===== src/rtl/id_pkg.sv =====
// id_pkg: character constants, emitter state encoding and the shared letter classifier
package id_pkg;
  localparam logic [7:0] CH_A_UP = 8'h41;
  localparam logic [7:0] CH_Z_UP = 8'h5A;
  localparam logic [7:0] CH_A_LO = 8'h61;
  localparam logic [7:0] CH_Z_LO = 8'h7A;
  localparam logic [7:0] CH_0    = 8'h30;
  localparam logic [7:0] CH_9    = 8'h39;
  localparam logic [7:0] CH_TERM = 8'h20;
  typedef enum logic [2:0] {IDLE, CONV, LETTER, DIGIT, TERM} state_t;
  function automatic logic is_letter(input logic [7:0] c);
    return (c >= CH_A_UP && c <= CH_Z_UP) || (c >= CH_A_LO && c <= CH_Z_LO);
  endfunction
endpackage


===== src/rtl/bin2dec_seq.sv =====
// bin2dec_seq: repeated-subtraction binary to decimal converter, one step per cycle
module bin2dec_seq (
  input  logic       clk,
  input  logic       rst_n,
  input  logic       go,
  input  logic [7:0] value,
  output logic [3:0] h,
  output logic [3:0] t,
  output logic [3:0] ones,
  output logic       rdy
);
  logic [7:0] rem_q, rem_d;
  logic [3:0] h_q, h_d, t_q, t_d, o_q, o_d;
  logic       run_q, run_d;
  // subtract hundreds first, then tens; the remainder below ten is the ones digit
  always_comb begin
    rem_d = rem_q;
    h_d   = h_q;
    t_d   = t_q;
    o_d   = o_q;
    run_d = run_q;
    if (go) begin
      rem_d = value;
      h_d   = '0;
      t_d   = '0;
      o_d   = '0;
      run_d = 1'b1;
    end else if (run_q) begin
      if (rem_q >= 8'd100) begin
        rem_d = rem_q - 8'd100;
        h_d   = h_q + 4'd1;
      end else if (rem_q >= 8'd10) begin
        rem_d = rem_q - 8'd10;
        t_d   = t_q + 4'd1;
      end else begin
        o_d   = rem_q[3:0];
        run_d = 1'b0;
      end
    end
  end
  // conversion state registers
  always_ff @(posedge clk or negedge rst_n) begin
    if (!rst_n) begin
      rem_q <= '0;
      h_q   <= '0;
      t_q   <= '0;
      o_q   <= '0;
      run_q <= 1'b0;
    end else begin
      rem_q <= rem_d;
      h_q   <= h_d;
      t_q   <= t_d;
      o_q   <= o_d;
      run_q <= run_d;
    end
  end
  assign h    = h_q;
  assign t    = t_q;
  assign ones = o_q;
  assign rdy  = ~run_q;
endmodule


===== src/rtl/id_gen.sv =====
// id_gen: emits letter prefix, decimal number and space terminator one character per transfer
module id_gen
  import id_pkg::*;
#(
  parameter int MAX_LETTERS = 4
) (
  input  logic                     clk,
  input  logic                     rst_n,
  input  logic                     start,
  input  logic [2:0]               prefix_len,
  input  logic [8*MAX_LETTERS-1:0] prefix,
  input  logic [7:0]               number,
  output logic [7:0]               char_out,
  output logic                     char_valid,
  input  logic                     char_ready,
  output logic                     busy,
  output logic                     done,
  output logic                     error
);
  state_t                   state_q, state_d;
  logic [2:0]               idx_q, idx_d, len_q, len_d, idx_n;
  logic [1:0]               dsel_q, dsel_d, first_sel, nsel;
  logic [8*MAX_LETTERS-1:0] pfx_q, pfx_d;
  logic [7:0]               char_q, char_d, letter_ch, digit_ch;
  logic                     valid_q, valid_d, busy_q, busy_d, done_q, done_d, err_q, err_d;
  logic                     go, legal, conv_rdy, xfer;
  logic [3:0]               h, t, ones, dval;

  bin2dec_seq u_conv (
    .clk   (clk),
    .rst_n (rst_n),
    .go    (go),
    .value (number),
    .h     (h),
    .t     (t),
    .ones  (ones),
    .rdy   (conv_rdy)
  );

  // a request is legal when its length is in range and every used character is a letter
  always_comb begin
    legal = prefix_len != 3'd0 && int'(prefix_len) <= MAX_LETTERS;
    for (int i = 0; i < MAX_LETTERS; i++)
      if (i < int'(prefix_len) && !is_letter(prefix[8*i +: 8])) legal = 1'b0;
  end

  assign xfer      = valid_q && char_ready;
  assign idx_n     = idx_q + 3'd1;
  assign letter_ch = pfx_q[8*idx_n +: 8];
  assign first_sel = h != 4'd0 ? 2'd0 : t != 4'd0 ? 2'd1 : 2'd2;
  assign nsel      = state_q == LETTER ? first_sel : dsel_q + 2'd1;
  assign dval      = nsel == 2'd0 ? h : nsel == 2'd1 ? t : ones;
  assign digit_ch  = CH_0 + {4'd0, dval};

  // emission FSM: next character is computed ahead so char_out only changes on transfer or state entry
  always_comb begin
    state_d = state_q;
    idx_d   = idx_q;
    len_d   = len_q;
    dsel_d  = dsel_q;
    pfx_d   = pfx_q;
    char_d  = char_q;
    valid_d = valid_q;
    busy_d  = busy_q;
    done_d  = 1'b0;
    err_d   = 1'b0;
    go      = 1'b0;
    case (state_q)
      IDLE: if (start) begin
        pfx_d = prefix;
        len_d = prefix_len;
        if (legal) begin
          go      = 1'b1;
          busy_d  = 1'b1;
          state_d = CONV;
        end else err_d = 1'b1;
      end
      CONV: if (conv_rdy) begin
        state_d = LETTER;
        idx_d   = 3'd0;
        char_d  = pfx_q[7:0];
        valid_d = 1'b1;
      end
      LETTER: if (xfer) begin
        if (idx_q == len_q - 3'd1) begin
          state_d = DIGIT;
          dsel_d  = first_sel;
          char_d  = digit_ch;
        end else begin
          idx_d  = idx_n;
          char_d = letter_ch;
        end
      end
      DIGIT: if (xfer) begin
        if (dsel_q == 2'd2) begin
          state_d = TERM;
          char_d  = CH_TERM;
        end else begin
          dsel_d = nsel;
          char_d = digit_ch;
        end
      end
      TERM: if (xfer) begin
        state_d = IDLE;
        valid_d = 1'b0;
        busy_d  = 1'b0;
        done_d  = 1'b1;
      end
      default: state_d = IDLE;
    endcase
  end

  // emitter registers; reset abandons any partial identifier
  always_ff @(posedge clk or negedge rst_n) begin
    if (!rst_n) begin
      state_q <= IDLE;
      idx_q   <= '0;
      len_q   <= '0;
      dsel_q  <= '0;
      pfx_q   <= '0;
      char_q  <= '0;
      valid_q <= 1'b0;
      busy_q  <= 1'b0;
      done_q  <= 1'b0;
      err_q   <= 1'b0;
    end else begin
      state_q <= state_d;
      idx_q   <= idx_d;
      len_q   <= len_d;
      dsel_q  <= dsel_d;
      pfx_q   <= pfx_d;
      char_q  <= char_d;
      valid_q <= valid_d;
      busy_q  <= busy_d;
      done_q  <= done_d;
      err_q   <= err_d;
    end
  end

  assign char_out   = char_q;
  assign char_valid = valid_q;
  assign busy       = busy_q;
  assign done       = done_q;
  assign error      = err_q;
endmodule


===== config.mk =====
export PLATFORM = sky130hd
export DESIGN_NAME = id_gen
export DESIGN_NICKNAME = d
export VERILOG_FILES = /design/src/rtl/id_pkg.sv /design/src/rtl/bin2dec_seq.sv /design/src/rtl/id_gen.sv
export SDC_FILE = /design/constraint.sdc
export NUM_CORES = 1
export LEC_CHECK = 0
export ABC_AREA = 1
export CORE_MARGIN = 2
export CORE_UTILIZATION = 39
export DETAILED_ROUTE_END_ITERATION = 10
export SLEW_MARGIN = 20
export SYNTH_ARGS = -nofsm -noshare
export SYNTH_HDL_FRONTEND = slang
export SYNTH_SLANG_ARGS = --single-unit

===== constraint.sdc =====
create_clock -name clk -period 1.59 [get_ports clk]
set_input_delay 0.2385 -clock clk [delete_from_list [all_inputs] [get_ports clk]]
set_output_delay 0.2385 -clock clk [all_outputs]
set_load 0.01 [all_outputs]

==> impl_results.html, run 1 <==
<table>
<tr><th>Metric</th><th>Value</th></tr>
<tr><th colspan="2">GRT</th></tr>
<tr><td>Global-route congestion overflow total</td><td>0</td></tr>
<tr><td>Via count of the first global-routing pass</td><td>4683</td></tr>
<tr><td>Pin count of the biggest net entering global routing</td><td>48</td></tr>
<tr><td>Global-route layer with the greatest usage</td><td>met2</td></tr>
<tr><td>Met3 Use GR</td><td>2.484%</td></tr>
<tr><td>Wire length of the first global-routing pass</td><td>21840 µm</td></tr>
<tr><td>All-layer global routing usage</td><td>21.45%</td></tr>
<tr><td>Initial antenna violation count</td><td>0</td></tr>
<tr><td>Fraction of met2 tracks used by global routing</td><td>33.82%</td></tr>
<tr><td>GR Util met1</td><td>30.03%</td></tr>
<tr><th colspan="2">Power</th></tr>
<tr><td>Internal power component</td><td>3.382 mW</td></tr>
<tr><td>Combinational group share of total power</td><td>6.7%</td></tr>
<tr><td>Max IR drop VDD</td><td>0.0004039 V</td></tr>
<tr><td>Net switching power</td><td>0.9415 mW</td></tr>
<tr><td>Fraction of power spent switching nets</td><td>21.78%</td></tr>
<tr><td>Share of power burned in the clock network</td><td>48.6%</td></tr>
<tr><td>Static leakage power</td><td>3.607 nW</td></tr>
<tr><td>Sequential share of power</td><td>44.7%</td></tr>
<tr><td>Power per standard cell area</td><td>606.7 nW/µm²</td></tr>
<tr><th colspan="2">STA</th></tr>
<tr><td>Unrepaired setup endpoints after global routing</td><td>true</td></tr>
<tr><td>Final WS setup</td><td>-0.1826 ns</td></tr>
<tr><td>Fin crit share</td><td>111.5%</td></tr>
<tr><td>Relative slew margins</td><td>72.36%</td></tr>
<tr><td>Number of setup violations in the final report</td><td>32</td></tr>
<tr><td>Max Transition Viols Final</td><td>0</td></tr>
<tr><td>Hold Vio Cnt, Final</td><td>0</td></tr>
<tr><td>Setup total negative slack</td><td>-3.801 ns</td></tr>
<tr><td>Clock skew</td><td>0.005779 ns</td></tr>
<tr><td>Min Clock Period, post-route</td><td>1.773 ns</td></tr>
<tr><td>Worst Tran Pin Value</td><td>0.4147 ns</td></tr>
<tr><td>Upper clock frequency limit</td><td>0.5641 GHz</td></tr>
<tr><th colspan="2">Setup path</th></tr>
<tr><td>Worst R2R Setup Slack</td><td>-0.18 ns</td></tr>
<tr><td>Required time of the worst setup path</td><td>1.83 ns</td></tr>
<tr><td>Arrival time of the worst setup path</td><td>2.01 ns</td></tr>
<tr><td>CP max-delay cell</td><td>sky130_fd_sc_hd__dfrtp_1</td></tr>
<tr><td>Endpoint kind of the worst setup timing path</td><td>register</td></tr>
<tr><td>Start point of the critical path</td><td>u_conv.rem_q[2]$_DFFE_PN0P_</td></tr>
<tr><td>Crit path largest cell delay</td><td>0.41 ns</td></tr>
<tr><td>Depth of the most critical reg-to-reg path</td><td>10</td></tr>
<tr><td>Critical path startpoint category</td><td>register</td></tr>
<tr><td>Path type of the worst setup path</td><td>register to register</td></tr>
<tr><td>RR Startpoint</td><td>u_conv.rem_q[2]$_DFFE_PN0P_</td></tr>
<tr><td>Worst-path cell chain</td><td>buf_4 -&gt; ha_2 -&gt; nand2_2 -&gt; o21ai_4 -&gt; a21oi_4 -&gt; clkinvlp_4 -&gt; nand2_2 -&gt; nand3_2 -&gt; nand3_2 -&gt; nand2_2</td></tr>
<tr><td>Crit-path most repeated cell</td><td>sky130_fd_sc_hd__nand2_2</td></tr>
<tr><td>Largest driver fanout on the critical path</td><td>5</td></tr>
<tr><td>Capturing point of the worst reg2reg path</td><td>u_conv.rem_q[5]$_DFFE_PN0P_</td></tr>
<tr><th colspan="2">Clock tree</th></tr>
<tr><td>Max Root-Sink Buffers</td><td>2</td></tr>
<tr><td>Root buffer selected by CTS</td><td>sky130_fd_sc_hd__clkbuf_16</td></tr>
<tr><td>Total clock buffers created by CTS</td><td>9</td></tr>
<tr><td>CTS tree</td><td>yes</td></tr>
<tr><td>Level count of the clock H-tree</td><td>3</td></tr>
<tr><td>Clock sink total</td><td>76</td></tr>
<tr><td>Latest clock arrival within the worst-skew pair</td><td>0.34 ns</td></tr>
<tr><td>Register clock-pin slew on the reported worst setup and hold paths</td><td>0.06 ns</td></tr>
<tr><th colspan="2">Synthesis</th></tr>
<tr><td>Ys async rst share</td><td>100.0%</td></tr>
<tr><td>Most used flip-flop cell after synthesis</td><td>sky130_fd_sc_hd__dfrtp_1</td></tr>
<tr><td>Synthesized net count</td><td>687</td></tr>
<tr><td>Number of synthesized flops with an enable pin</td><td>0</td></tr>
<tr><td>Total of flip-flops plus latches after synthesis</td><td>76</td></tr>
<tr><td>Cell area after technology mapping</td><td>4556 µm²</td></tr>
<tr><td>Post-Synthesis Cells</td><td>627</td></tr>
<tr><td>Warnings, synthesis</td><td>0</td></tr>
<tr><td>Cell with the most instances after synthesis</td><td>sky130_fd_sc_hd__nand2_1</td></tr>
<tr><td>Sequential-to-total area share from yosys stat</td><td>41.75%</td></tr>
<tr><td>Distinct cell type count of the synthesized netlist</td><td>37</td></tr>
<tr><td>Leading cell types by total area after synthesis</td><td>sky130_fd_sc_hd__dfrtp_1, sky130_fd_sc_hd__nand2_1, sky130_fd_sc_hd__o21ai_0, sky130_fd_sc_hd__inv_1, sky130_fd_sc_hd__nand3_1</td></tr>
<tr><td>Top cells by instance count after synthesis</td><td>sky130_fd_sc_hd__nand2_1, sky130_fd_sc_hd__dfrtp_1, sky130_fd_sc_hd__inv_1</td></tr>
<tr><td>Top-area cell type share of the netlist area</td><td>41.75%</td></tr>
<tr><td>Average cell area after synthesis</td><td>7.266 µm²</td></tr>
<tr><td>Cell type with the highest aggregate area in the netlist</td><td>sky130_fd_sc_hd__dfrtp_1</td></tr>
<tr><th colspan="2">Drt</th></tr>
<tr><td>DR iter-0 viols</td><td>242</td></tr>
<tr><td>Number of routed nets with antenna violations</td><td>0</td></tr>
<tr><td>Routed len/inst</td><td>14.36 µm</td></tr>
<tr><td>Detailed-router iteration count before antenna repair</td><td>7</td></tr>
<tr><td>DR DRC count</td><td>0</td></tr>
<tr><td>Vias</td><td>4786</td></tr>
<tr><td>Via density per instance</td><td>5.049</td></tr>
<tr><td>Routed Wire Length</td><td>13610 µm</td></tr>
<tr><th colspan="2">Layout</th></tr>
<tr><td># nets final</td><td>860</td></tr>
<tr><td>Sequential standard cell area</td><td>1904 µm²</td></tr>
<tr><td>Final std cells w/o fill</td><td>948</td></tr>
<tr><td>Antenna cells</td><td>0</td></tr>
<tr><td>Area occupied by multi-input gates</td><td>2798 µm²</td></tr>
<tr><td>Area added between synthesis and finish</td><td>56.44%</td></tr>
<tr><td>Layout filler cell count</td><td>973</td></tr>
<tr><td>Layout cells sized above 1</td><td>34.29%</td></tr>
<tr><th colspan="2">Status</th></tr>
<tr><td>Violated checks</td><td>setup timing</td></tr>
<tr><td>Result of the run</td><td>finished with violations</td></tr>
<tr><th colspan="2">Floorplan</th></tr>
<tr><td>Row Count</td><td>39</td></tr>
<tr><td>Starting density of the core</td><td>39.90%</td></tr>
<tr><td>Width of the chip</td><td>112.1 µm</td></tr>
<tr><td>Core region area</td><td>11420 µm²</td></tr>
<tr><td>DIE AREA</td><td>12560 µm²</td></tr>
<tr><td>I/O pin cnt</td><td>59</td></tr>
<tr><td>Overall die height</td><td>112.1 µm</td></tr>
<tr><th colspan="2">Worst hold path</th></tr>
<tr><td>Path class of the lowest-slack min-delay path</td><td>primary input to register</td></tr>
<tr><td>Startpoint of the tightest hold check path</td><td>prefix[25]</td></tr>
<tr><td>Worst Hold Path Cells</td><td>3</td></tr>
<tr><td>Worst Hold Path EP</td><td>pfx_q[25]$_DFFE_PN0P_</td></tr>
<tr><th colspan="2">Placed design</th></tr>
<tr><td>Final weighted congestion in routability-driven placement</td><td>0.8826</td></tr>
<tr><td>Placement Setup Slack</td><td>-0.7193 ns</td></tr>
<tr><td>Post-DP HPWL</td><td>9457 µm</td></tr>
<tr><td>Cell total after placement</td><td>902</td></tr>
<tr><td>PortBufs</td><td>58</td></tr>
<tr><th colspan="2">Run</th></tr>
<tr><td>Number of maximum-capacitance constraint violations</td><td>0</td></tr>
</table>
worst max-delay path by stage:
stage,end,slack (ns)
final,u_conv.rem_q[5]$_DFFE_PN0P_,-0.18
after global routing,u_conv.rem_q[5]$_DFFE_PN0P_,-0.29
after CTS,char_out[5]$_DFFE_PN0P_,-0.11
after detailed placement,u_conv.h[3]$_DFFE_PN0P_,-0.72
after global placement,u_conv.h[1]$_DFFE_PN0P_,-0.64
after floorplan,state_q[0]$_DFFE_PN0P_,-0.05
final cells by class:
class,instances,area share (%)
multi-input combinational,454,39.26
clock inverter,4,0.6671
tap,143,2.511
sequential,76,26.72
timing repair buffer,177,22.68
inverter,81,4.459
clock buffer,12,3.599
timing repair inverter,1,0.1053
sequential cells by signal, summed over array words and instances, names as in the netlist:
| signal | cells |
|---|---|
| idx_q | 3 |
| u_conv.t | 4 |
| len_q | 3 |
| u_conv.run_q | 1 |
| error | 1 |
| done | 1 |
| u_conv.h | 4 |
| u_conv.ones | 4 |
| busy | 1 |
| char_out | 8 |
| pfx_q | 32 |
| dsel_q | 2 |
| state_q | 3 |
| u_conv.rem_q | 8 |
| char_valid | 1 |
what timing repair did:
| action | in CTS | in global routing |
|---|---|---|
| setup buffers | 18 | 11 |
| resized for setup | 91 | 108 |
| gates cloned | 2 | 1 |
| endpoints found under the setup margin | 37 | 61 |
| hold endpoints to repair | 26 | 0 |
| pin swaps | 43 | 45 |
| hold buffers | 1 | 0 |
metal layers:
metal | part of all wire (%) | vias to the layer above
met5 | 0 | -
met2 | 47 | 130
met1 | 47 | 2266
met4 | 2.9 | 0
met3 | 3.8 | 28
li1 | - | 2362
logic make-up (layout without fill, tap and decap cells):
group	Yosys count	count (layout)	synth area share [%]
and+or+nand+nor	320	321	30.05
AOI/OAI and AO/OA	105	105	12.94
buffers and inverters	98	275	8.816
DFF	76	76	41.75
xor gates and xnor gates	15	15	2.884
adders and majority gates	13	13	3.571
worst max-delay path: cells and delay by family (launching register included):
family	cells	cell delay (ns)
simple gates	5	0.40
fa+ha+maj	1	0.17
compound gates	2	0.32
flops	1	0.41
buf+inv	2	0.38
power by group through the flow:
stage          clock network (mW)  registers (mW)  logic, mW
6_report                     2.10            1.93      0.288
3_5_place_dp                    0            1.97      0.274
2_1_floorplan                   0            1.97     0.0466
4_1_cts                      2.13            1.93      0.283
3_3_place_gp                    0            1.97      0.271
5_1_grt                      2.22            1.93      0.317
cells in the final DEF, fill, tap and decap left out, types with 10 or more instances in the layout:
cell type                           n
sky130_fd_sc_hd__nand2_4           12
sky130_fd_sc_hd__a21oi_1           15
sky130_fd_sc_hd__o21ai_0           42
sky130_fd_sc_hd__buf_6             15
sky130_fd_sc_hd__xor2_1            11
sky130_fd_sc_hd__nand3_2           12
sky130_fd_sc_hd__nor2_1            34
sky130_fd_sc_hd__nand2_1          174
sky130_fd_sc_hd__dfrtp_1           74
sky130_fd_sc_hd__clkbuf_16         10
sky130_fd_sc_hd__nand2_2           21
sky130_fd_sc_hd__nand4_1           13
sky130_fd_sc_hd__buf_4             99
sky130_fd_sc_hd__clkdlybuf4s50_1   37
sky130_fd_sc_hd__nand3_1           22
sky130_fd_sc_hd__inv_1             45
sky130_fd_sc_hd__dlymetal6s2s_1    13
sky130_fd_sc_hd__inv_2             30
sky130_fd_sc_hd__o21ai_1           15
stage by stage:
step	util [%]	hold WS (ns)	total power [mW]	cell area, µm²
after floorplan	-	-0.05709	2.017	4582
after global routing	62.42	0.2404	4.471	7127
after detailed placement	52.09	0.1944	2.243	5948
after CTS	58.32	0.3174	4.350	6659
final	62.42	0.1914	4.324	7127
after global placement	52.09	0.1946	2.240	5948
No activity file was read; power rests on OpenSTA's default activity.
==> run 2, diff against run 1 <==
- ABC_AREA: 1 -> unset
- CAP_MARGIN: unset -> 25
==> run 2 against run 1 <==
The run still ends with setup timing left; clock-buffer cell count shrank 1; sequential share of layout area rose by 0.85 points; largest cell class unchanged; via count shrank 19%; cell area fell by 2.9%; critical endpoint is now u_conv.rem_q[1]$_DFFE_PN0P_; largest power group is now combinational cells; critical path type unchanged; combinational power grew to 16 times the previous value; highest routed layer unchanged.
==> impl_results.html, run 2 <==
<table>
<tr><th>Metric</th><th>Value</th></tr>
<tr><th colspan="2">Status</th></tr>
<tr><td>Result of the run</td><td>finished with violations</td></tr>
<tr><td>Violated checks</td><td>setup timing</td></tr>
<tr><th colspan="2">Power</th></tr>
<tr><td>Sequential share of power</td><td>31.7%</td></tr>
<tr><td>Share of power burned in the clock network</td><td>18.5%</td></tr>
<tr><td>Max IR drop VDD</td><td>0.0007600 V</td></tr>
<tr><td>Fraction of power spent switching nets</td><td>34.82%</td></tr>
<tr><td>Combinational group share of total power</td><td>49.9%</td></tr>
<tr><td>Static leakage power</td><td>2.981 nW</td></tr>
<tr><td>Power per standard cell area</td><td>1299 nW/µm²</td></tr>
<tr><td>Internal power component</td><td>5.860 mW</td></tr>
<tr><td>Net switching power</td><td>3.130 mW</td></tr>
<tr><th colspan="2">STA</th></tr>
<tr><td>Fin crit share</td><td>124.3%</td></tr>
<tr><td>Worst Tran Pin Value</td><td>0.4209 ns</td></tr>
<tr><td>Unrepaired setup endpoints after global routing</td><td>true</td></tr>
<tr><td>Smallest hold slack</td><td>0.1109 ns</td></tr>
<tr><td>Hold Vio Cnt, Final</td><td>0</td></tr>
<tr><td>Clock skew</td><td>0.005599 ns</td></tr>
<tr><td>Min Clock Period, post-route</td><td>1.977 ns</td></tr>
<tr><td>Number of setup violations in the final report</td><td>35</td></tr>
<tr><td>Relative slew margins</td><td>71.94%</td></tr>
<tr><td>Max Transition Viols Final</td><td>0</td></tr>
<tr><td>Upper clock frequency limit</td><td>0.5059 GHz</td></tr>
<tr><td>Final WS setup</td><td>-0.3868 ns</td></tr>
<tr><th colspan="2">Synthesis</th></tr>
<tr><td>Post-Synthesis Cells</td><td>404</td></tr>
<tr><td>Cell area after technology mapping</td><td>4240 µm²</td></tr>
<tr><td>Warnings, synthesis</td><td>0</td></tr>
<tr><td>Cell with the most instances after synthesis</td><td>sky130_fd_sc_hd__dfrtp_1</td></tr>
<tr><td>Distinct cell type count of the synthesized netlist</td><td>58</td></tr>
<tr><td>Number of synthesized flops with an enable pin</td><td>0</td></tr>
<tr><td>Synthesized net count</td><td>464</td></tr>
<tr><td>Average cell area after synthesis</td><td>10.50 µm²</td></tr>
<tr><td>Cell type with the highest aggregate area in the netlist</td><td>sky130_fd_sc_hd__dfrtp_1</td></tr>
<tr><td>Top cells by instance count after synthesis</td><td>sky130_fd_sc_hd__dfrtp_1, sky130_fd_sc_hd__nand2_1, sky130_fd_sc_hd__a21oi_1, sky130_fd_sc_hd__nor2_1, sky130_fd_sc_hd__mux2_2</td></tr>
<tr><td>Leading cell types by total area after synthesis</td><td>sky130_fd_sc_hd__dfrtp_1, sky130_fd_sc_hd__mux2_2, sky130_fd_sc_hd__mux4_2, sky130_fd_sc_hd__a21oi_1, sky130_fd_sc_hd__ha_1</td></tr>
<tr><td>Sequential-to-total area share from yosys stat</td><td>44.85%</td></tr>
<tr><td>Ys async rst share</td><td>100.0%</td></tr>
<tr><td>Total of flip-flops plus latches after synthesis</td><td>76</td></tr>
<tr><td>Top-area cell type share of the netlist area</td><td>44.85%</td></tr>
<tr><td>Most used flip-flop cell after synthesis</td><td>sky130_fd_sc_hd__dfrtp_1</td></tr>
<tr><th colspan="2">GRT</th></tr>
<tr><td>Wire length of the first global-routing pass</td><td>19290 µm</td></tr>
<tr><td>Pin count of the biggest net entering global routing</td><td>34</td></tr>
<tr><td>Global-route congestion overflow total</td><td>0</td></tr>
<tr><td>Via count of the first global-routing pass</td><td>4134</td></tr>
<tr><td>All-layer global routing usage</td><td>21.10%</td></tr>
<tr><td>Initial antenna violation count</td><td>0</td></tr>
<tr><th colspan="2">Setup path</th></tr>
<tr><td>Crit-path most repeated cell</td><td>sky130_fd_sc_hd__buf_6</td></tr>
<tr><td>Arrival time of the worst setup path</td><td>2.26 ns</td></tr>
<tr><td>Worst-path cell chain</td><td>inv_4 -&gt; buf_6 -&gt; ha_4 -&gt; and3b_2 -&gt; o41ai_4 -&gt; buf_4 -&gt; nor2_4 -&gt; buf_6 -&gt; xnor2_2 -&gt; a21oi_1</td></tr>
<tr><td>Crit path max-delay family</td><td>buffers and inverters</td></tr>
<tr><td>Critical path startpoint category</td><td>register</td></tr>
<tr><td>Required time of the worst setup path</td><td>1.87 ns</td></tr>
<tr><td>CP max-delay cell</td><td>sky130_fd_sc_hd__dfrtp_2</td></tr>
<tr><td>Number of buffer and inverter stages on the critical path</td><td>4</td></tr>
<tr><td>Largest driver fanout on the critical path</td><td>6</td></tr>
<tr><td>Crit path largest cell delay</td><td>0.43 ns</td></tr>
<tr><td>Endpoint kind of the worst setup timing path</td><td>register</td></tr>
<tr><td>Path type of the worst setup path</td><td>register to register</td></tr>
<tr><th colspan="2">Floorplan</th></tr>
<tr><td>Overall die height</td><td>108.3 µm</td></tr>
<tr><td>DIE AREA</td><td>11720 µm²</td></tr>
<tr><td>Core region area</td><td>10750 µm²</td></tr>
<tr><td>Row Count</td><td>38</td></tr>
<tr><td>I/O pin cnt</td><td>59</td></tr>
<tr><td>Starting density of the core</td><td>39.46%</td></tr>
<tr><td>Width of the chip</td><td>108.3 µm</td></tr>
<tr><th colspan="2">Clock tree</th></tr>
<tr><td>Root buffer selected by CTS</td><td>sky130_fd_sc_hd__clkbuf_8</td></tr>
<tr><td>CTS tree</td><td>yes</td></tr>
<tr><td>Clock sink total</td><td>76</td></tr>
<tr><td>Total clock buffers created by CTS</td><td>9</td></tr>
<tr><td>Max Root-Sink Buffers</td><td>2</td></tr>
<tr><td>Register clock-pin slew on the reported worst setup and hold paths</td><td>0.08 ns</td></tr>
<tr><td>Latest clock arrival within the worst-skew pair</td><td>0.36 ns</td></tr>
<tr><td>Level count of the clock H-tree</td><td>3</td></tr>
<tr><th colspan="2">Drt</th></tr>
<tr><td>Routed Wire Length</td><td>12150 µm</td></tr>
<tr><td>Detailed-router iteration count before antenna repair</td><td>4</td></tr>
<tr><td>Via density per instance</td><td>5.211</td></tr>
<tr><td>DR DRC count</td><td>0</td></tr>
<tr><td>Number of routed nets with antenna violations</td><td>0</td></tr>
<tr><td>Routed len/inst</td><td>16.31 µm</td></tr>
<tr><td>DR iter-0 viols</td><td>102</td></tr>
<tr><td>Vias</td><td>3882</td></tr>
<tr><th colspan="2">Layout</th></tr>
<tr><td>Largest reg by FF count</td><td>pfx_q</td></tr>
<tr><td>Layout filler cell count</td><td>876</td></tr>
<tr><td># nets final</td><td>660</td></tr>
<tr><td>Area added between synthesis and finish</td><td>63.20%</td></tr>
<tr><td>Antenna cells</td><td>0</td></tr>
<tr><td>Largest register FFs</td><td>32</td></tr>
<tr><td>Commonest cells after routing, fill and taps aside</td><td>sky130_fd_sc_hd__buf_4, sky130_fd_sc_hd__dfrtp_1, sky130_fd_sc_hd__nand2_1</td></tr>
<tr><td>Layout cells sized above 1</td><td>54.55%</td></tr>
<tr><td>Util after Layout</td><td>64.40%</td></tr>
<tr><td>Most common library cell in the layout ignoring fill and taps</td><td>sky130_fd_sc_hd__buf_4</td></tr>
<tr><th colspan="2">Worst hold path</th></tr>
<tr><td>Path class of the lowest-slack min-delay path</td><td>primary input to register</td></tr>
<tr><th colspan="2">Placed design</th></tr>
<tr><td>PortBufs</td><td>58</td></tr>
<tr><td>Post-DP HPWL</td><td>8346 µm</td></tr>
<tr><td>Final weighted congestion in routability-driven placement</td><td>0.9014</td></tr>
<tr><th colspan="2">Run</th></tr>
<tr><td>Number of maximum-capacitance constraint violations</td><td>0</td></tr>
</table>
run 2: cell count changes in the layout (fill, tap and decap cells not counted), moves of 11 or more:
cell	delta
sky130_fd_sc_hd__a21oi_2	+13
sky130_fd_sc_hd__buf_4	+19
sky130_fd_sc_hd__dlygate4sd2_1	+12
sky130_fd_sc_hd__dlymetal6s2s_1	-12
sky130_fd_sc_hd__inv_1	-37
sky130_fd_sc_hd__inv_2	-23
sky130_fd_sc_hd__mux2_2	+33
sky130_fd_sc_hd__nand2_1	-140
sky130_fd_sc_hd__nand2_2	-15
sky130_fd_sc_hd__nand2_4	-11
sky130_fd_sc_hd__nand3_1	-15
sky130_fd_sc_hd__nand4_1	-12
sky130_fd_sc_hd__o21ai_0	-32
sky130_fd_sc_hd__o21ai_1	-13
run 2: area by class of cell:
cell class | instances | area, µm² | share of cell area [%]
Clock buffer | 11 | 141.4 | 2.043
Timing Repair Buffer | 200 | 1767 | 25.53
Tap cell | 140 | 175.2 | 2.531
Inverter | 16 | 62.56 | 0.9040
Clock inverter | 5 | 75.07 | 1.085
Sequential cell | 76 | 1908 | 27.57
Multi-Input combinational cell | 297 | 2791 | 40.34
run 2: cells by family (layout without fill, tap and decap cells):
group	count (synthesis)	after routing	share of synthesized area, %
flip-flops	76	76	44.85
AO/OA/AOI/OAI	83	83	13.13
buffers and inverters	31	232	3.305
XOR/XNOR	14	14	3.216
multiplexers	45	45	14.10
AND/OR/NAND/NOR	142	142	17.56
adder cells (fa/ha/maj)	13	13	3.836
run 2: power by group through the flow:
stage / clock network [mW] / logic, mW / registers [mW]
after global placement: 0 / 3.26 / 2.83
after CTS: 1.69 / 3.93 / 2.83
after detailed placement: 0 / 3.35 / 2.84
after global routing: 1.77 / 4.82 / 2.91
after floorplan: 0 / 1.77 / 2.83
final: 1.66 / 4.48 / 2.85
run 2: worst reg2reg max path, delay by kind of cell, from the launching register on:
family	cells	cell delay (ns)
AO/OA/AOI/OAI	2	0.47
XOR/XNOR	1	0.12
adder cells (fa/ha/maj)	1	0.13
buffers and inverters	4	0.48
flip-flops	1	0.43
AND/OR/NAND/NOR	2	0.27
run 2: per-layer routing:
metal	vias to the layer above	share of wire, %	GRT usage [%]
met2	72	51	37.06
met5	-	0	0
met1	1936	43	25.58
li1	1850	-	-
met4	0	2.6	9.982
met3	24	3.0	2.833
run 2: final timing paths:
path,from,endpoint,slack [ns],cells after the start
worst max-delay path,u_conv.rem_q[2]$_DFFE_PN0P_,u_conv.rem_q[1]$_DFFE_PN0P_,-0.39,10
max in group asynchronous,rst_n,state_q[1]$_DFFE_PN0P_,0.63,3
worst min-delay path,prefix[15],pfx_q[15]$_DFFE_PN0P_,0.11,2
worst min register to register,dsel_q[1]$_DFFE_PN0P_,dsel_q[1]$_DFFE_PN0P_,0.50,2
min in group asynchronous,rst_n,pfx_q[24]$_DFFE_PN0P_,0.33,2
worst max register to register,u_conv.rem_q[2]$_DFFE_PN0P_,u_conv.rem_q[1]$_DFFE_PN0P_,-0.39,10
run 2: what timing repair did:
item | in CTS | in global routing
setup buffers | 20 | 21
resized for setup | 120 | 72
hold buffers | 1 | 0
pin swaps | 49 | 43
setup endpoints to repair | 71 | 70
endpoints found under the hold margin | 24 | 0
gates cloned | 1 | 1
run 2: stage by stage:
step	worst slack (ns)	area, µm²	setup TNS (ns)	power, mW	cells
6_report	-0.3868	6920	-7.109	8.990	745
5_1_grt	-0.4087	6920	-9.591	9.498	745
4_1_cts	-0.2915	6475	-5.592	8.438	726
3_5_place_dp	-0.7171	5796	-18.15	6.195	692
3_3_place_gp	-0.6975	5796	-17.25	6.087	692
2_1_floorplan	-0.2524	4303	-3.314	4.601	404
==> run 3, diff against run 2 <==
- ABC_AREA: unset -> 1
- GPL_ROUTABILITY_DRIVEN: unset -> 0
- HOLD_SLACK_MARGIN: unset -> 0.06
==> run 3 against run 2 <==
The run still ends with setup timing left; register-to-register slack better by 0.18 ns; die area up 7.2%; hold slack better by 0.078 ns; fmax up 10%; global-route usage up 0.42 points; sequential share of layout area down 0.79 points; combinational power down 94%; first-iteration DRC count rose to 2.7 times the previous value; total power down 51%.
==> impl_results.html, run 3 (synthesis gave the netlist of run 1 again) <==
<table>
<tr><th>Metric</th><th>Value</th></tr>
<tr><th colspan="2">Status</th></tr>
<tr><td>Result of the run</td><td>finished with violations</td></tr>
<tr><td>Violated checks</td><td>setup timing</td></tr>
<tr><th colspan="2">Setup path</th></tr>
<tr><td>Critical path startpoint category</td><td>register</td></tr>
<tr><td>Depth of the most critical reg-to-reg path</td><td>12</td></tr>
<tr><td>Required time of the worst setup path</td><td>1.86 ns</td></tr>
<tr><td>Capturing point of the worst reg2reg path</td><td>u_conv.rem_q[2]$_DFFE_PN0P_</td></tr>
<tr><td>Worst R2R Setup Slack</td><td>-0.20 ns</td></tr>
<tr><td>Path type of the worst setup path</td><td>register to register</td></tr>
<tr><td>Endpoint kind of the worst setup timing path</td><td>register</td></tr>
<tr><td>Largest driver fanout on the critical path</td><td>5</td></tr>
<tr><td>RR Startpoint</td><td>u_conv.rem_q[2]$_DFFE_PN0P_</td></tr>
<tr><td>Arrival time of the worst setup path</td><td>2.06 ns</td></tr>
<tr><th colspan="2">STA</th></tr>
<tr><td>Number of setup violations in the final report</td><td>28</td></tr>
<tr><td>Hold Vio Cnt, Final</td><td>0</td></tr>
<tr><td>Max Transition Viols Final</td><td>0</td></tr>
<tr><td>Unrepaired setup endpoints after global routing</td><td>true</td></tr>
<tr><td>Setup total negative slack</td><td>-3.349 ns</td></tr>
<tr><td>Worst Tran Pin Value</td><td>0.4344 ns</td></tr>
<tr><td>Clock skew</td><td>0.006523 ns</td></tr>
<tr><td>Min Clock Period, post-route</td><td>1.793 ns</td></tr>
<tr><td>Upper clock frequency limit</td><td>0.5578 GHz</td></tr>
<tr><td>Relative slew margins</td><td>71.04%</td></tr>
<tr><td>Fin crit share</td><td>112.8%</td></tr>
<tr><td>Final WS setup</td><td>-0.2027 ns</td></tr>
<tr><th colspan="2">GRT</th></tr>
<tr><td>All-layer global routing usage</td><td>21.52%</td></tr>
<tr><td>Pin count of the biggest net entering global routing</td><td>77</td></tr>
<tr><td>Via count of the first global-routing pass</td><td>4592</td></tr>
<tr><td>Initial antenna violation count</td><td>0</td></tr>
<tr><td>Global-route congestion overflow total</td><td>0</td></tr>
<tr><td>Wire length of the first global-routing pass</td><td>21920 µm</td></tr>
<tr><th colspan="2">Layout</th></tr>
<tr><td># nets final</td><td>868</td></tr>
<tr><td>Antenna cells</td><td>0</td></tr>
<tr><td>Largest register FFs</td><td>32</td></tr>
<tr><td>Area added between synthesis and finish</td><td>56.11%</td></tr>
<tr><td>Commonest cells after routing, fill and taps aside</td><td>sky130_fd_sc_hd__nand2_1, sky130_fd_sc_hd__buf_4, sky130_fd_sc_hd__dfrtp_1</td></tr>
<tr><td>Most common library cell in the layout ignoring fill and taps</td><td>sky130_fd_sc_hd__nand2_1</td></tr>
<tr><td>Largest reg by FF count</td><td>pfx_q</td></tr>
<tr><td>Post-route cell area</td><td>7112 µm²</td></tr>
<tr><td>Layout cells sized above 1</td><td>33.42%</td></tr>
<tr><th colspan="2">Drt</th></tr>
<tr><td>Routed len/inst</td><td>14.12 µm</td></tr>
<tr><td>DR DRC count</td><td>0</td></tr>
<tr><td>Vias</td><td>4732</td></tr>
<tr><td>Routed Wire Length</td><td>13470 µm</td></tr>
<tr><td>DR iter-0 viols</td><td>276</td></tr>
<tr><td>Detailed-router iteration count before antenna repair</td><td>5</td></tr>
<tr><td>Via density per instance</td><td>4.960</td></tr>
<tr><td>Number of routed nets with antenna violations</td><td>0</td></tr>
<tr><th colspan="2">Power</th></tr>
<tr><td>Overall power of the completed layout</td><td>4.409 mW</td></tr>
<tr><td>Max IR drop VDD</td><td>0.0004877 V</td></tr>
<tr><td>Power per standard cell area</td><td>619.9 nW/µm²</td></tr>
<tr><td>Static leakage power</td><td>3.542 nW</td></tr>
<tr><th colspan="2">Worst hold path</th></tr>
<tr><td>Startpoint of the tightest hold check path</td><td>prefix[17]</td></tr>
<tr><td>Path class of the lowest-slack min-delay path</td><td>primary input to register</td></tr>
<tr><td>Worst Hold Path Cells</td><td>3</td></tr>
<tr><td>Worst Hold Path EP</td><td>pfx_q[17]$_DFFE_PN0P_</td></tr>
<tr><th colspan="2">Clock tree</th></tr>
<tr><td>Clock sink total</td><td>76</td></tr>
<tr><td>Register clock-pin slew on the reported worst setup and hold paths</td><td>0.06 ns</td></tr>
<tr><td>Latest clock arrival within the worst-skew pair</td><td>0.34 ns</td></tr>
<tr><td>Level count of the clock H-tree</td><td>3</td></tr>
<tr><td>CTS tree</td><td>yes</td></tr>
<tr><td>Max Root-Sink Buffers</td><td>2</td></tr>
<tr><td>Root buffer selected by CTS</td><td>sky130_fd_sc_hd__clkbuf_16</td></tr>
<tr><td>Total clock buffers created by CTS</td><td>9</td></tr>
<tr><th colspan="2">Floorplan</th></tr>
<tr><td>Width of the chip</td><td>112.1 µm</td></tr>
<tr><td>Starting density of the core</td><td>39.90%</td></tr>
<tr><td>Core region area</td><td>11420 µm²</td></tr>
<tr><td>Row Count</td><td>39</td></tr>
<tr><td>Overall die height</td><td>112.1 µm</td></tr>
<tr><td>I/O pin cnt</td><td>59</td></tr>
<tr><td>DIE AREA</td><td>12560 µm²</td></tr>
<tr><th colspan="2">Placed design</th></tr>
<tr><td>PortBufs</td><td>58</td></tr>
<tr><td>Post-DP HPWL</td><td>9423 µm</td></tr>
<tr><td>Placement Setup Slack</td><td>-0.6788 ns</td></tr>
<tr><td>Placed inst area</td><td>5993 µm²</td></tr>
<tr><th colspan="2">Run</th></tr>
<tr><td>Number of maximum-capacitance constraint violations</td><td>0</td></tr>
</table>
run 3: cell types whose count changed in the layout (fill, tap and decap cells not counted), sizes merged, moves of 8 or more:
cell,previous run,this run
mux4,8,0
nor2,36,51
clkdlybuf4s50,29,42
nand2,41,208
o21ai,19,66
nand3,19,38
nand4,3,13
mux2,35,0
inv,16,79
a21oi,34,22
buf,144,127
run 3: through the flow:
| step | hold WS (ns) | instances | util [%] |
|---|---|---|---|
| 2_1_floorplan | -0.05709 | 627 | - |
| 3_3_place_gp | 0.2918 | 908 | 52.49 |
| 3_5_place_dp | 0.2963 | 908 | 52.49 |
| 4_1_cts | 0.3113 | 947 | 59.40 |
| 5_1_grt | 0.2339 | 954 | 62.28 |
| 6_report | 0.1886 | 954 | 62.28 |
run 3: power by group:
group          internal [mW]  leakage (nW)  switching [mW]  total, mW
registers               1.93         0.975               0       1.93
logic                  0.154          2.42           0.131      0.284
clock network           1.40         0.149           0.788       2.19
run 3: critical path, cell delays in order, from the launching register on:
cell,delay (ns)
sky130_fd_sc_hd__dfrtp_1,0.41
sky130_fd_sc_hd__buf_6,0.13
sky130_fd_sc_hd__buf_6,0.10
sky130_fd_sc_hd__ha_4,0.15
sky130_fd_sc_hd__nand2_4,0.06
sky130_fd_sc_hd__o21ai_4,0.06
sky130_fd_sc_hd__a21oi_4,0.24
sky130_fd_sc_hd__clkinvlp_4,0.20
sky130_fd_sc_hd__o21ai_1,0.14
sky130_fd_sc_hd__nand2_1,0.06
sky130_fd_sc_hd__nand2_1,0.05
sky130_fd_sc_hd__nand2_1,0.05
sky130_fd_sc_hd__nand2_1,0.06
run 3: final cells by class:
class / count / area, µm²
inverters: 81 / 317.8
repair buffers: 185 / 1615
clock inverters: 2 / 60.06
fillers: 999 / 4307
repair inverters: 2 / 15.01
well taps: 143 / 178.9
clock buffers: 12 / 246.5
flip-flops and latches: 76 / 1904
multi-input cells: 453 / 2774
run 3: worst max path at each step:
stage / endpoint / start / depth (start not counted) / slack, ns
2_1_floorplan: state_q[0]$_DFFE_PN0P_ / len_q[0]$_DFFE_PN0P_ / 11 / -0.05
3_3_place_gp: u_conv.h[1]$_DFFE_PN0P_ / prefix_len[1] / 11 / -0.64
3_5_place_dp: u_conv.h[3]$_DFFE_PN0P_ / prefix_len[1] / 11 / -0.68
4_1_cts: u_conv.rem_q[2]$_DFFE_PN0P_ / u_conv.rem_q[2]$_DFFE_PN0P_ / 12 / -0.18
5_1_grt: u_conv.rem_q[2]$_DFFE_PN0P_ / u_conv.rem_q[3]$_DFFE_PN0P_ / 12 / -0.31
6_report: u_conv.rem_q[2]$_DFFE_PN0P_ / u_conv.rem_q[2]$_DFFE_PN0P_ / 12 / -0.20
run 3: timing repair:
action	in CTS	in global routing
buffers inserted	24	6
hold buffers	1	0
endpoints found under the setup margin	38	47
resized for setup	110	75
pin swaps	61	52
cloned	1	1
hold endpoints to repair	76	0
run 3: metal layers:
| layer | routed length (µm) | vias to the layer above | part of all wire, % | track usage, % |
|---|---|---|---|---|
| met5 | 0 | - | 0 | 0 |
| met4 | 153 | 0 | 1.1 | 4.959 |
| met3 | 587 | 13 | 4.4 | 3.456 |
| met2 | 6410 | 110 | 48 | 35.38 |
| met1 | 6322 | 2243 | 47 | 30.11 |
| li1 | - | 2366 | - | - |
